### src/rtl/misr_periph.sv
// rtl/misr_periph.sv - MISR signature-compression peripheral with CTRL/SEED/SIGNATURE CSRs
// Compresses trace beats into a signature over a programmed number of valid beats.
module misr_periph #(
  parameter int unsigned                NBIT_MISR_DATA = 64,
  parameter int unsigned                NBIT_MISR_ADDR = 64,
  parameter logic [NBIT_MISR_ADDR-1:0]  BASE_ADDR      = 64'h0000_0000_0200_0000,
  parameter logic [NBIT_MISR_DATA-1:0]  POLY           = 64'h1B
) (
  input  logic                      clk_i,
  input  logic                      rst_i,
  input  logic                      re_i,
  input  logic                      we_i,
  input  logic [NBIT_MISR_ADDR-1:0] addr_i,
  input  logic [NBIT_MISR_DATA-1:0] wdata_i,
  output logic [NBIT_MISR_DATA-1:0] rdata_o,
  output logic                      rvalid_o,
  input  logic                      trace_valid_i,
  input  logic [NBIT_MISR_DATA-1:0] trace_data_i,
  output logic                      busy_o,
  output logic                      done_o
);

  localparam int unsigned W = NBIT_MISR_DATA;
  localparam logic [NBIT_MISR_ADDR-1:0] B_BYTES   = NBIT_MISR_ADDR'(NBIT_MISR_DATA / 8);
  localparam logic [NBIT_MISR_ADDR-1:0] CTRL_ADDR = BASE_ADDR;
  localparam logic [NBIT_MISR_ADDR-1:0] SEED_ADDR = BASE_ADDR + B_BYTES;
  localparam logic [NBIT_MISR_ADDR-1:0] SIG_ADDR  = BASE_ADDR + (B_BYTES << 1);

  typedef enum logic [1:0] {
    ST_IDLE = 2'd0,
    ST_RUN  = 2'd1,
    ST_DONE = 2'd2
  } state_e;

  state_e        state_q, state_d;
  logic [W-1:0]  seed_q, seed_d;
  logic [W-1:0]  sig_q, sig_d;
  logic [31:0]   count_q, count_d;
  logic [31:0]   length_q, length_d;
  logic [W-1:0]  rdata_q, rdata_d;
  logic          rvalid_q, rvalid_d;

  logic          hit_ctrl, hit_seed, hit_sig;
  logic          wr_ctrl, wr_seed, rd_en;
  logic          start, abort;
  logic [31:0]   wr_length;
  logic [W-1:0]  sig_step;
  logic [W-1:0]  ctrl_rd;

  assign hit_ctrl  = (addr_i == CTRL_ADDR);
  assign hit_seed  = (addr_i == SEED_ADDR);
  assign hit_sig   = (addr_i == SIG_ADDR);
  assign wr_ctrl   = we_i & hit_ctrl;
  assign wr_seed   = we_i & hit_seed;
  // A write wins over a simultaneous read; the read is simply dropped.
  assign rd_en     = re_i & ~we_i;
  assign start     = wr_ctrl & wdata_i[0];
  assign abort     = wr_ctrl & wdata_i[1];
  assign wr_length = wdata_i[63:32];

  assign sig_step = {sig_q[W-2:0], 1'b0} ^ (sig_q[W-1] ? POLY : '0) ^ trace_data_i;

  always_comb begin
    ctrl_rd        = '0;
    ctrl_rd[63:32] = length_q;
    ctrl_rd[3]     = (state_q == ST_DONE);
    ctrl_rd[2]     = (state_q == ST_RUN);
  end

  always_comb begin
    rdata_d  = '0;
    rvalid_d = rd_en;
    if (rd_en) begin
      if (hit_ctrl)      rdata_d = ctrl_rd;
      else if (hit_seed) rdata_d = seed_q;
      else if (hit_sig)  rdata_d = sig_q;
      else               rdata_d = '0;
    end
  end

  always_comb begin
    state_d  = state_q;
    seed_d   = seed_q;
    sig_d    = sig_q;
    count_d  = count_q;
    length_d = length_q;
    unique case (state_q)
      ST_IDLE, ST_DONE: begin
        if (wr_ctrl) length_d = wr_length;
        if (wr_seed) seed_d = wdata_i;
        if (start) begin
          sig_d   = seed_q;
          count_d = '0;
          state_d = (wr_length != 32'd0) ? ST_RUN : ST_DONE;
        end
      end
      ST_RUN: begin
        // Abort takes priority: a beat arriving in the same cycle is discarded.
        if (abort) begin
          state_d = ST_IDLE;
        end else if (trace_valid_i) begin
          sig_d   = sig_step;
          count_d = count_q + 32'd1;
          if (count_q == length_q - 32'd1) state_d = ST_DONE;
        end
      end
      default: state_d = ST_IDLE;
    endcase
  end

  always_ff @(posedge clk_i) begin
    if (rst_i) begin
      state_q  <= ST_IDLE;
      seed_q   <= '0;
      sig_q    <= '0;
      count_q  <= '0;
      length_q <= '0;
      rdata_q  <= '0;
      rvalid_q <= 1'b0;
    end else begin
      state_q  <= state_d;
      seed_q   <= seed_d;
      sig_q    <= sig_d;
      count_q  <= count_d;
      length_q <= length_d;
      rdata_q  <= rdata_d;
      rvalid_q <= rvalid_d;
    end
  end

  assign rdata_o  = rdata_q;
  assign rvalid_o = rvalid_q;
  assign busy_o   = (state_q == ST_RUN);
  assign done_o   = (state_q == ST_DONE);

endmodule

### config.mk
export PLATFORM = sky130hd
export DESIGN_NAME = misr_periph
export DESIGN_NICKNAME = d
export VERILOG_FILES = /design/src/rtl/misr_periph.sv
export SDC_FILE = /design/constraint.sdc
export NUM_CORES = 1
export LEC_CHECK = 0
export CAP_MARGIN = 20
export CORE_MARGIN = 3
export CORE_UTILIZATION = 25
export DETAILED_ROUTE_END_ITERATION = 16
export GPL_TIMING_DRIVEN = 0
export SLEW_MARGIN = 20
export SYNTH_ARGS = -nofsm -noshare
export SYNTH_HDL_FRONTEND = slang
export SYNTH_SLANG_ARGS = --single-unit
### constraint.sdc
create_clock -name clk_i -period 9.2 [get_ports clk_i]
set_clock_uncertainty 0.2 [all_clocks]
set_input_delay 1.38 -clock clk_i [delete_from_list [all_inputs] [get_ports clk_i]]
set_output_delay 1.38 -clock clk_i [all_outputs]
set_load 0.01 [all_outputs]
# After elaboration in Yosys (flattened, before gate mapping)
# Index checks and enable logic that the tools add are counted.
# totals
ff_bits	259
output_inout_bits	67
inputBits	197
# classes
reduce_logical	10
mux	18
n_bitwise	9
n_eq_ne	11
addsub	2
# op_table
operator	count
$mux 64	6
$eq 64x26->1 const B	3
$pmux 64 s2	1
$mux 32	3
$pmux 32 s2	1
$xor 64x5->64	1
$xor 64x64->64	1
$add 32x1->32 const B	1
$eq 32x32->1	1
$reduce_bool 32->1	1
$sub 32x1->32 const B	1
$mux 2	5
$ne 2x2->1 const B	3
$and 1x1->1	5
$mux 5	1
$pmux 2 s2	1
$reduce_and 2->1	2
$reduce_and 4->1	1
$reduce_or 2->1	2
$ne 3x1->1 const B	1
$ne 3x2->1 const B	1
$reduce_and 3->1	1
$reduce_or 3->1	1
$eq 2x1->1 const B	1
other kinds (4)	5

# Logic depth before layout (Yosys ltp)
# logic_depth
ltp_word	6
depth_mapped	12

# Worst setup path before layout
# No wires, ideal clock.
# synth_path
path_type	input to register
start	input port addr_i[27]
end	register count_q[11]
arrival_ns	3.725
stages	11
n_path_buf	3
setup_slack_ns	5.147
path_cell_list	nor4b_1 > nand4_1 > nor4_2 > nand4b_1 > clkbuf_1 > o2bb2a_1 > clkbuf_1 > buf_2 > nor4b_1 > xnor2_1 > nor2_1
# synth_between
elab_chain_len	5
word_cells_on_any_way	7
cone_classes	eq/ne: 3; bitwise: 3; reduce/logical: 1
# synth_lines
element	line_no	rtl
start: declaration	13	input logic [NBIT_MISR_ADDR-1:0] addr_i,
$eq 64x26->1 *	50	assign hit_ctrl = (addr_i == CTRL_ADDR);
$and 1x1->1 *	53	assign wr_ctrl = we_i & hit_ctrl;
$and 1x1->1 (on tied branches)	58, 57	
$ne 2x2->1 (no source line)	--	
$reduce_and 4->1 (no source line) *	--	
end signal: assignment	124	count_q <= count_d;
end: declaration	38	logic [31:0] count_q, count_d;
# Every way passes the cells marked *; elsewhere a longest branch is shown, timed or not.
# A chain may end at the register's enable or synchronous reset.

# Worst setup path in the final report
# layout_path
start	register state_q[0]
end	output port busy_o
# layout_between
elab_chain_len	1
# layout_lines
element	line_no	rtl
start: declaration	35	state_e state_q, state_d;
start signal: assignment	121	state_q <= state_d;
$eq 2x1->1	133	assign busy_o = (state_q == ST_RUN);
end: declaration	19	output logic busy_o,
# No other way between the ends.

==> metrics.txt <==
fraction of registers with async set/reset=0; Syn Area/Cell=8.10 sq um; Detailed Route Iter0 Violations=947; core area=47100 sq um; CP endpoint kind=primary output; clk_lat worst skew=0.57 ns; Psw=0.559 mW; placed cells=2357; Syn Nets=1688; number of flops mapped to enable cells by yosys=0; Total Die Area=50900 sq um; routed length per instance=18.1 um; initial antenna violation count=3; TNS Setup=0 ns; Power Density=149 nW/um^2; # rows=79; DRT antenna net count=0; Max VDD drop=0.0937 mV; DR pass1 iterations=5; first-pass GRT wire length=66800 um; Leak=5.47 nW; Layout Utilization=0.348; grt total ovfl=0; Crit path arrival time=3.53 ns; die height=226 um; clock sink count=259; setup ws final=4.09 ns; fillers=4867; Commonest cells post-synth=303 x nor2_1, 259 x dfxtp_1, 170 x a21oi_1, 150 x nand2_1, 115 x xnor2_1; hold worst-path end=seed_q[54]; Final GP Congestion=0.851; Primary FF master, synth=dfxtp_1; endpoints failing hold=0; dominant cell type by area after synthesis=dfxtp_1; Seq/Total Area, Yosys=0.430; CP Class=reg -> out; Post-Layout Cell Count=2416; FF-to-FF path depth=9; Post-Syn Area=12100 sq um; post_cts resized=0; R2R Setup Slk=5.53 ns; Root Buffer=clkbuf_16; outcome=completed; internal power=1.89 mW; vias in the first global route=11613; Comb power frac=0.063; reg2reg start=length_q[8]; Tot GR Track Use=0.166; RSZ-0062 raised after global routing=false; DRC=0; Slew headroom=0.323; Syn-to-layout area delta=36.0%; CTS tree=built; Initial Util=0.256; post-CTS setup repair buffer count=0; Final HPWL DP=33300 um; largest net degree at the start of global routing=16; Final Cycle Share=0.556; clk slew on worst S/H paths=0.06 ns; Placed Area=15400 sq um; CTS Buf Count=30; top cells by area, synth=dfxtp_1 43%, nor2_1 9.4%, xnor2_1 8.4%; Yosys top cell area share=0.430; synth warn=0; Hold Crit Depth=2; via/cell ratio=4.84; startpoint types=flip-flop; Clock power frac=0.478; number of synthesized register bits=259; sw frac=0.229; post-route cell area=16400 sq um; Slew Viols, Final=0; worst hold path class=reg -> reg; Syn Inst Count=1489; top-count cell post-synth=nor2_1; die width=226 um; post-synth cell types=58; minimum clock period=5.11 ns; Highest Clock Rate=196 MHz; Tightest Pin Transition=1.01 ns; Finish-stage setup viols=0; sequential power share=0.459; Place WS=3.61 ns; Ports=264; IO buf count=261; FF-to-FF End=state_q[1]; Max clock buf depth=3; cts hold-fix bufs=0; max_cap viols=0; routed via count=11682; CP required=7.62 ns; share of cells above drive strength 1=0.0377; NumNets Final=1981; top fanout value on the critical path=10; final WL=43800 um; HP Start=seed_q[54]; H-tree levels=1
[worst max path at each step]
| stage | from | endpoint | slack, ns | depth (start not counted) |
|---|---|---|---|---|
| 3_5_place_dp | addr_i[27] | sig_q[45] | 3.61 | 11 |
| 3_3_place_gp | addr_i[15] | sig_q[44] | 3.65 | 11 |
| 5_1_grt | addr_i[27] | sig_q[52] | 3.86 | 11 |
| 2_1_floorplan | addr_i[27] | count_q[11] | 5.15 | 11 |
| 4_1_cts | state_q[0] | busy_o | 4.10 | 5 |
| 6_report | state_q[0] | busy_o | 4.09 | 5 |
[kinds of logic (layout without fill, tap and decap cells)]
family,count (synthesis),in the layout,synth area share
other,0,4,0
muxes,64,64,0.0531
xor gates and xnor gates,134,134,0.0973
DFF,259,259,0.430
and+or+nand+nor,609,609,0.227
buffers and inverters,117,433,0.0366
AOI/OAI and AO/OA,304,304,0.154
adders and majority gates,2,2,0.00207
[registers in the layout, indices dropped and copies added, names as in the netlist]
signal    flops
length_q     32
rvalid_o      1
sig_q        64
rdata_o      64
seed_q       64
state_q       2
count_q      32
[worst max-delay path, cell delays in order (launching register included)]
cell	delay (ns)
dfxtp_1	0.43
nand2_1	0.27
inv_2	0.32
clkbuf_1	0.64
clkbuf_1	0.59
clkdlybuf4s50_1	0.68
[power by group through the flow]
stage               Combinational (mW)  Clock, mW  Sequential, mW
detailed placement               0.154          0            1.15
global placement                 0.154          0            1.15
floorplan                       0.0392          0            1.15
finish                           0.155       1.17            1.12
CTS                              0.155       1.20            1.12
global route                     0.163       1.24            1.12
[metal layers]
metal  vias to the layer above  part of all wire  global-route usage
met5                         -                 0                   0
li1                       5732                 -                   -
met3                        63             0.061              0.0324
met4                         0             0.027              0.0535
met2                       333              0.47               0.275
met1                      5554              0.45               0.218
[layout make-up]
type / count / area (sq um) / share of cell area
diodes: 4 / 10.0 / 0.000610
plain buffers: 105 / 397 / 0.0242
clock buffers: 40 / 848 / 0.0517
clock inverters: 15 / 118 / 0.00717
inverters: 12 / 45.0 / 0.00274
multi-input cells: 1113 / 6430 / 0.392
flip-flops and latches: 259 / 5180 / 0.316
well taps: 607 / 759 / 0.0463
repair buffers: 261 / 2610 / 0.159
[cells in the final DEF (no fill, tap or decap), types with 5 or more instances in the layout]
master / n
a211oi_1: 67
a21oi_1: 170
a22oi_1: 31
and3_1: 9
and4_1: 5
buf_1: 7
clkbuf_1: 100
clkbuf_16: 30
clkbuf_8: 6
clkdlybuf4s50_1: 261
clkinv_2: 11
dfxtp_1: 259
inv_1: 11
mux2i_1: 64
nand2_1: 150
nand3_1: 18
nand4_1: 19
nor2_1: 303
nor3_1: 26
nor4_1: 38
nor4b_1: 6
o21ai_0: 8
or3_1: 6
xnor2_1: 115
xor2_1: 19
[metrics by stage]
stage / total power [mW] / hold WS (ns)
after global routing: 2.53 / 0.281
after CTS: 2.47 / 0.272
final: 2.45 / 0.270
after floorplan: 1.19 / 0.246
after global placement: 1.30 / 0.255
after detailed placement: 1.30 / 0.263
(Power assumes the default switching activity.)
